File: src/rtl/fp_div_iter.sv
// Iterative IEEE-754 divider: restoring radix-2, one quotient bit per clock, RNE, exception flags.
// Optional FP_DIV_SUBNORM_EN: gradual underflow (subnormal in/out); undefined flushes subnormals to zero.

module fp_div_iter #(
  parameter int EXP_W  = 11,
  parameter int FRAC_W = 52
) (
  input  logic                  clk,
  input  logic                  rst,
  input  logic                  in_valid,
  output logic                  in_ready,
  input  logic [EXP_W+FRAC_W:0] in_a,
  input  logic [EXP_W+FRAC_W:0] in_b,
  output logic                  out_valid,
  input  logic                  out_ready,
  output logic [EXP_W+FRAC_W:0] out_data,
  output logic [4:0]            out_flags
);
  localparam int W  = 1 + EXP_W + FRAC_W;
  localparam int EW = EXP_W + 2;
  localparam int MW = FRAC_W + 1;
  localparam int RW = FRAC_W + 2;
  localparam int QW = FRAC_W + 3;
  localparam int CW = $clog2(QW + 1);
  localparam logic signed [EW-1:0] BIAS_E = EW'(2**(EXP_W-1) - 1);
  localparam logic signed [EW-1:0] EMAX_E = EW'(2**EXP_W - 1);

  typedef enum logic [2:0] {S_IDLE, S_PREP, S_DIV, S_ROUND, S_DONE} state_e;

  state_e               state_q, state_d;
  logic [W-1:0]         a_q, a_d, b_q, b_d;
  logic signed [EW-1:0] exp_q, exp_d;
  logic                 sign_q, sign_d;
  logic [RW-1:0]        rem_q, rem_d;
  logic [MW-1:0]        dvs_q, dvs_d;
  logic [QW-1:0]        quo_q, quo_d;
  logic [CW-1:0]        cnt_q, cnt_d;
  logic                 spec_q, spec_d;
  logic [W-1:0]         spec_res_q, spec_res_d;
  logic [4:0]           spec_flg_q, spec_flg_d;
  logic [W-1:0]         data_q, data_d;
  logic [4:0]           flags_q, flags_d;

`ifdef FP_DIV_SUBNORM_EN
  function automatic logic [EW-1:0] lzc(input logic [MW-1:0] m);
    logic [EW-1:0] n;
    n = EW'(MW);
    for (int i = 0; i < MW; i++)
      if (m[i]) n = EW'(MW - 1 - i);
    return n;
  endfunction
`endif

  // ---------------- PREP: unpack, classify, normalise ----------------
  logic [EXP_W-1:0]     ea, eb;
  logic [FRAC_W-1:0]    fa, fb;
  logic                 a_nan, b_nan, a_snan, b_snan, a_inf, b_inf, a_zero, b_zero;
  logic                 a_lt, p_spec;
  logic [MW-1:0]        nm_a, nm_b;
  logic signed [EW-1:0] xa, xb, p_exp;
  logic [RW-1:0]        p_rem;
  logic [W-1:0]         p_res;
  logic [4:0]           p_flg;
`ifdef FP_DIV_SUBNORM_EN
  logic [EW-1:0]        la, lb;
`endif

  always_comb begin
    ea     = a_q[W-2:FRAC_W];
    eb     = b_q[W-2:FRAC_W];
    fa     = a_q[FRAC_W-1:0];
    fb     = b_q[FRAC_W-1:0];
    a_nan  = (&ea) & (|fa);
    b_nan  = (&eb) & (|fb);
    a_snan = a_nan & ~fa[FRAC_W-1];
    b_snan = b_nan & ~fb[FRAC_W-1];
    a_inf  = (&ea) & ~(|fa);
    b_inf  = (&eb) & ~(|fb);
`ifdef FP_DIV_SUBNORM_EN
    a_zero = ~(|ea) & ~(|fa);
    b_zero = ~(|eb) & ~(|fb);
    // subnormals use exponent 1 and are shifted up to 1.f, exponent pays for the shift
    la     = lzc({|ea, fa});
    lb     = lzc({|eb, fb});
    nm_a   = {|ea, fa} << la;
    nm_b   = {|eb, fb} << lb;
    xa     = $signed({2'b00, ea | EXP_W'(~(|ea))}) - $signed(la);
    xb     = $signed({2'b00, eb | EXP_W'(~(|eb))}) - $signed(lb);
`else
    a_zero = ~(|ea);
    b_zero = ~(|eb);
    nm_a   = {1'b1, fa};
    nm_b   = {1'b1, fb};
    xa     = $signed({2'b00, ea});
    xb     = $signed({2'b00, eb});
`endif
    a_lt   = nm_a < nm_b;
    p_rem  = a_lt ? {nm_a, 1'b0} : {1'b0, nm_a};
    p_exp  = xa - xb + BIAS_E - $signed(EW'(a_lt));

    p_spec = 1'b1;
    p_flg  = 5'b00000;
    p_res  = {1'b0, {EXP_W{1'b1}}, 1'b1, {(FRAC_W-1){1'b0}}};
    if (a_nan | b_nan)
      p_flg = {a_snan | b_snan, 4'b0000};
    else if ((a_zero & b_zero) | (a_inf & b_inf))
      p_flg = 5'b10000;
    else if (b_zero) begin
      p_res = {a_q[W-1] ^ b_q[W-1], {EXP_W{1'b1}}, {FRAC_W{1'b0}}};
      p_flg = 5'b01000;
    end else if (a_zero | b_inf)
      p_res = {a_q[W-1] ^ b_q[W-1], {(W-1){1'b0}}};
    else if (a_inf)
      p_res = {a_q[W-1] ^ b_q[W-1], {EXP_W{1'b1}}, {FRAC_W{1'b0}}};
    else begin
      p_spec = 1'b0;
      p_res  = '0;
    end
  end

  // ---------------- DIV: one restoring step ----------------
  logic          d_ge;
  logic [RW-1:0] d_diff;

  always_comb begin
    d_ge   = rem_q >= {1'b0, dvs_q};
    d_diff = d_ge ? rem_q - {1'b0, dvs_q} : rem_q;
  end

  // ---------------- ROUND: RNE, overflow, underflow ----------------
  logic                 sticky, up_n, inx_n, ovf, tiny;
  logic [MW:0]          mr;
  logic [EXP_W-1:0]     em1;
  logic signed [EW-1:0] exp_r;
  logic [W-1:0]         r_res;
  logic [4:0]           r_flg;
`ifdef FP_DIV_SUBNORM_EN
  logic [EW-1:0]        sh;
  logic [CW-1:0]        sh_c;
  logic [QW-1:0]        sq;
  logic                 lost, ss, up_s;
  logic [MW-1:0]        ms;
`endif

  always_comb begin
    sticky = |rem_q;
    up_n   = quo_q[1] & (quo_q[0] | sticky | quo_q[2]);
    inx_n  = (|quo_q[1:0]) | sticky;
    mr     = {1'b0, quo_q[QW-1:2]} + (MW+1)'(up_n);
    exp_r  = exp_q + $signed(EW'(mr[MW]));
    em1    = exp_q[EXP_W-1:0] - 1'b1;
    ovf    = exp_r >= EMAX_E;
    tiny   = exp_q[EW-1] | (exp_q == '0);
`ifdef FP_DIV_SUBNORM_EN
    sh     = EW'(1) - exp_q;
    sh_c   = (sh > EW'(QW)) ? CW'(QW) : sh[CW-1:0];
    sq     = quo_q >> sh_c;
    lost   = |(quo_q & ~({QW{1'b1}} << sh_c));
    ss     = sq[0] | lost | sticky;
    up_s   = sq[1] & (ss | sq[2]);
    ms     = sq[QW-1:2] + MW'(up_s);
`endif
    r_res  = '0;
    r_flg  = 5'b00000;
    if (spec_q) begin
      r_res = spec_res_q;
      r_flg = spec_flg_q;
    end else if (tiny) begin
`ifdef FP_DIV_SUBNORM_EN
      // a rounding carry into bit FRAC_W lands exactly on the smallest normal encoding
      r_res = {sign_q, EXP_W'(ms[FRAC_W]), ms[FRAC_W-1:0]};
      r_flg = {3'b000, sq[1] | ss, sq[1] | ss};
`else
      r_res = {sign_q, {(W-1){1'b0}}};
      r_flg = 5'b00011;
`endif
    end else if (ovf) begin
      r_res = {sign_q, {EXP_W{1'b1}}, {FRAC_W{1'b0}}};
      r_flg = 5'b00101;
    end else begin
      // hidden bit (or rounding carry) adds into exp-1, yielding exp or exp+1
      r_res = {sign_q, {em1, {FRAC_W{1'b0}}} + (W-1)'(mr)};
      r_flg = {4'b0000, inx_n};
    end
  end

  // ---------------- FSM ----------------
  always_comb begin
    state_d    = state_q;
    a_d        = a_q;
    b_d        = b_q;
    exp_d      = exp_q;
    sign_d     = sign_q;
    rem_d      = rem_q;
    dvs_d      = dvs_q;
    quo_d      = quo_q;
    cnt_d      = cnt_q;
    spec_d     = spec_q;
    spec_res_d = spec_res_q;
    spec_flg_d = spec_flg_q;
    data_d     = data_q;
    flags_d    = flags_q;
    unique case (state_q)
      S_IDLE: if (in_valid) begin
        a_d     = in_a;
        b_d     = in_b;
        state_d = S_PREP;
      end
      S_PREP: begin
        exp_d      = p_exp;
        sign_d     = a_q[W-1] ^ b_q[W-1];
        rem_d      = p_rem;
        dvs_d      = nm_b;
        quo_d      = '0;
        cnt_d      = '0;
        spec_d     = p_spec;
        spec_res_d = p_res;
        spec_flg_d = p_flg;
        state_d    = S_DIV;
      end
      S_DIV: begin
        rem_d = d_diff << 1;
        quo_d = {quo_q[QW-2:0], d_ge};
        cnt_d = cnt_q + 1'b1;
        if (cnt_q == CW'(QW - 1)) state_d = S_ROUND;
      end
      S_ROUND: begin
        data_d  = r_res;
        flags_d = r_flg;
        state_d = S_DONE;
      end
      S_DONE: if (out_ready) state_d = S_IDLE;
      default: state_d = S_IDLE;
    endcase
  end

  always_ff @(posedge clk) begin
    if (rst) begin
      state_q    <= S_IDLE;
      a_q        <= '0;
      b_q        <= '0;
      exp_q      <= '0;
      sign_q     <= 1'b0;
      rem_q      <= '0;
      dvs_q      <= '0;
      quo_q      <= '0;
      cnt_q      <= '0;
      spec_q     <= 1'b0;
      spec_res_q <= '0;
      spec_flg_q <= '0;
      data_q     <= '0;
      flags_q    <= '0;
    end else begin
      state_q    <= state_d;
      a_q        <= a_d;
      b_q        <= b_d;
      exp_q      <= exp_d;
      sign_q     <= sign_d;
      rem_q      <= rem_d;
      dvs_q      <= dvs_d;
      quo_q      <= quo_d;
      cnt_q      <= cnt_d;
      spec_q     <= spec_d;
      spec_res_q <= spec_res_d;
      spec_flg_q <= spec_flg_d;
      data_q     <= data_d;
      flags_q    <= flags_d;
    end
  end

  assign in_ready  = (state_q == S_IDLE);
  assign out_valid = (state_q == S_DONE);
  assign out_data  = data_q;
  assign out_flags = flags_q;

endmodule

File: config.mk
export PLATFORM = sky130hd
export DESIGN_NAME = fp_div_iter
export DESIGN_NICKNAME = d
export VERILOG_FILES = /design/src/rtl/fp_div_iter.sv
export SDC_FILE = /design/constraint.sdc
export NUM_CORES = 1
export LEC_CHECK = 0
export CAP_MARGIN = 40
export CORE_MARGIN = 4
export CORE_UTILIZATION = 34
export CTS_BUF_LIST = sky130_fd_sc_hd__clkbuf_4 sky130_fd_sc_hd__clkbuf_8
export DETAILED_ROUTE_END_ITERATION = 8
export GPL_TIMING_DRIVEN = 0
export PLACE_DENSITY_LB_ADDON = 0.3
export SYNTH_ARGS = -nofsm -noshare
export SYNTH_HDL_FRONTEND = slang
export SYNTH_SLANG_ARGS = --single-unit
export TNS_END_PERCENT = 50
File: constraint.sdc
create_clock -name clk -period 5.05 [get_ports clk]
set_input_delay 0.505 -clock clk [delete_from_list [all_inputs] [get_ports clk]]
set_output_delay 0.505 -clock clk [all_outputs]
set_load 0.05 [all_outputs]
==> results.sh <==
export IMPL_status="finished, final reports clean"
export IMPL_grt_pass1_vias=20200
export IMPL_drt_total_wl_um=75900
export IMPL_grt_use_total_pct=20.9
export IMPL_worst_setup_path_end_kind="flop"
export IMPL_final_min_clock_period_ns=4.78
export IMPL_worstMarginPinSlew_ns=0.875
export IMPL_crit_path_start_kind="flop"
export IMPL_grt_antenna_before_repair=2
export IMPL_swShare_pct=39.9
export IMPL_synthCells=2887
export IMPL_power_density_mw_per_mm2=420
export IMPL_ant_nets=0
export IMPL_crit_fanout=19
export IMPL_port_buffers=201
export IMPL_core_region_area_mm2=0.0643
export IMPL_skew_ns=0.0684
export IMPL_synth_edff_count=0
export IMPL_fin_area_mm2=0.0267
export IMPL_clock_fmax_mhz=209
export IMPL_h_tree_depth=3
export IMPL_intPower_mw=6.75
export IMPL_drc=0
export IMPL_power_frac_clock_pct=29.0
export IMPL_synth_cell_types=78
export IMPL_vdd_drop_max_mv=0.162
export IMPL_setup_viol=0
export IMPL_path_clk_slew_ns=0.06
export IMPL_hold_viol_final=0
export IMPL_p_leak_nw=9.98
export IMPL_ioPinCount=203
export IMPL_layout_nets=3434
export IMPL_maxCapViolations=0
export IMPL_die_w_um=263
export IMPL_p_sw_mw=4.49
export IMPL_cts_sinks=388
export IMPL_synth_main_ff_cell="dfxtp_1"
export IMPL_die_area_mm2=0.0690
export IMPL_grt_max_degree=20
export IMPL_slew_headroom_pct=40.2
export IMPL_avgSynthCellArea_um2=7.63
export IMPL_cp_data_arrival_time_ns=5.30
export IMPL_numPlacedInstances=3947
export IMPL_required_ns=5.57
export IMPL_final_common_cell="nand2_1"
export IMPL_grt_pass1_wl_um=116000
export IMPL_setup_tns_final_ns=0
export IMPL_synth_warnings=0
export IMPL_dr_pass1_iters=7
export IMPL_whs_ns=0.367
export IMPL_seq_area_frac_synth_pct=35.2
export IMPL_wl_per_cell_um=18.6
export IMPL_clock_path_buffers=3
export IMPL_slew_violations=0
export IMPL_worst_hold_path_type="primary input to flop"
export IMPL_syn_num_nets=3157
export IMPL_cts_buffers=72
export IMPL_rows=93
export IMPL_rsz0062_at_grt="true"
export IMPL_clk_latency_ns=0.69
export IMPL_cts_tree="done"
export IMPL_finish_utilization_pct=41.6
export IMPL_most_common_layout_cells="nand2_1, dfxtp_1, a21oi_1, nor2_1, clkdlybuf4s50_1"
export IMPL_power_mw=11.2
export IMPL_via_per_inst=5.27
export IMPL_gp_congestion=0.955
export IMPL_pwr_share_seq_pct=31.4
export IMPL_drive_above_1_share_pct=5.84
export IMPL_async_flop_share_pct=0
export IMPL_start_util_pct=34.2
export IMPL_gr_total_overflow=0
export IMPL_cts_root_buf="clkbuf_8"
export IMPL_hpwlAfterDp_um=58800
export IMPL_post_dp_cell_area_mm2=0.0252
export IMPL_area_growth_pct=21.4
export IMPL_dp_slack_ns=-0.604
export IMPL_path_class="flop to flop"
export IMPL_postCtsSetupBuffers=0
export IMPL_synth_area_mm2=0.0220
export IMPL_finalNonFillerCells=4075
export IMPL_pwr_share_comb_pct=39.7
export IMPL_min_period_over_period_pct=94.6
export IMPL_drt_iter0_markers=1748
export IMPL_die_height_um=263
export IMPL_fillers=6680
export IMPL_via_count=21500
export IMPL_final_setup_worst_slack_ns=0.274
export IMPL_synth_seq_cells=388
## registers in the layout, indices dropped and copies added (netlist names)
signal and flops:
a_q 64, b_q 64, out_data 64, quo_q 55, rem_q 54, dvs_q 53
exp_q 13, cnt_q 6, out_flags 5, spec_res_q 3, state_q 3, spec_flg_q 2
sign_q 1, spec_q 1
## synth_stat cells, types with 12 or more instances
library cell,number,area share (%)
inv_1,156,2.7
ha_1,134,7.6
or3_1,12,0.34
a21o_1,33,1.1
nor2_1,276,4.7
nand2_1,483,8.2
nand2b_1,15,0.43
a2111oi_0,27,1.1
a211oi_1,51,1.7
nor4_1,60,1.7
xor2_1,63,2.5
a22oi_1,77,2.6
dfxtp_1,388,35
and3_1,30,0.85
o21ai_0,69,1.6
nand3_1,53,1.2
o21bai_1,14,0.48
nor2b_1,14,0.40
mux2i_1,50,2.3
a31oi_1,16,0.45
nor3_1,72,1.6
xnor2_1,70,2.8
a21oi_1,344,7.8
clkbuf_1,159,2.7
nand4_1,47,1.3
o21a_1,13,0.44
## power by group through the flow
stage / combinational [mW] / clock [mW] / sequential, mW
5_1_grt: 4.88 / 3.44 / 3.54
3_5_place_dp: 4.31 / 0 / 3.58
4_1_cts: 4.35 / 3.31 / 3.51
2_1_floorplan: 3.15 / 0 / 3.48
3_3_place_gp: 4.30 / 0 / 3.58
6_report: 4.46 / 3.26 / 3.53
## cells by family (layout without fill, tap and decap cells)
logic type	Yosys count	in the layout	synth area share (%)
AOI/OAI and AO/OA	721	721	20.4
xor gates and xnor gates	133	133	5.29
adders and majority gates	139	139	8.02
buffers and inverters	340	672	5.94
DFF	388	388	35.2
muxes	58	58	2.68
other	0	1	0
and+or+nand+nor	1108	1108	22.5
## worst paths after layout
check,from,to,slack [ns],depth (start not counted)
max,b_q[20],exp_q[11],0.27,21
min,in_b[30],b_q[30],0.37,3
max reg2reg,b_q[20],exp_q[11],0.27,21
min reg2reg,out_flags[2],out_flags[2],0.45,2
## per-layer routing
metal	share of wire [%]	up-vias	GRT usage [%]
li1	-	10700	-
met1	46	10000	28.9
met2	45	634	33.6
met3	6.2	121	3.35
met4	2.8	0	6.58
met5	0	-	0
## critical path, stage by stage, from the launching register on
cell and delay, ns:
dfxtp_1 0.50, inv_1 0.08, ha_1 0.31, and3_1 0.22
a221oi_2 0.40, o221ai_1 0.18, a21oi_2 0.24, o31ai_4 0.14
buf_6 0.21, ha_1 0.19, ha_1 0.21, fa_1 0.41
a21oi_1 0.17, nor2_1 0.05, nor2_1 0.14, o21bai_1 0.10
a21oi_2 0.17, o21ai_0 0.16, a21o_1 0.21, a21oi_1 0.18
xor2_1 0.24, o31ai_1 0.09
## cell type report
cell class                      count  area [um^2]  share of cell area, %
Antenna cell                        1         2.50                0.00936
Buffer                            181          721                   2.69
Clock buffer                      110         1330                   4.98
Clock inverter                     19          198                  0.739
Inverter                          157          589                   2.20
Multi-Input combinational cell   2159        13000                   48.7
Sequential cell                   388         7770                   29.1
Tap cell                          855         1070                   4.00
Timing Repair Buffer              205         2040                   7.64
## repair_timing
action | 4_1_cts | 5_1_grt
setup endpoints to repair | 7 | 57
resized for setup | 6 | 16
pin swaps | 0 | 1
hold buffers | 0 | 0
(Power assumes the default switching activity.)
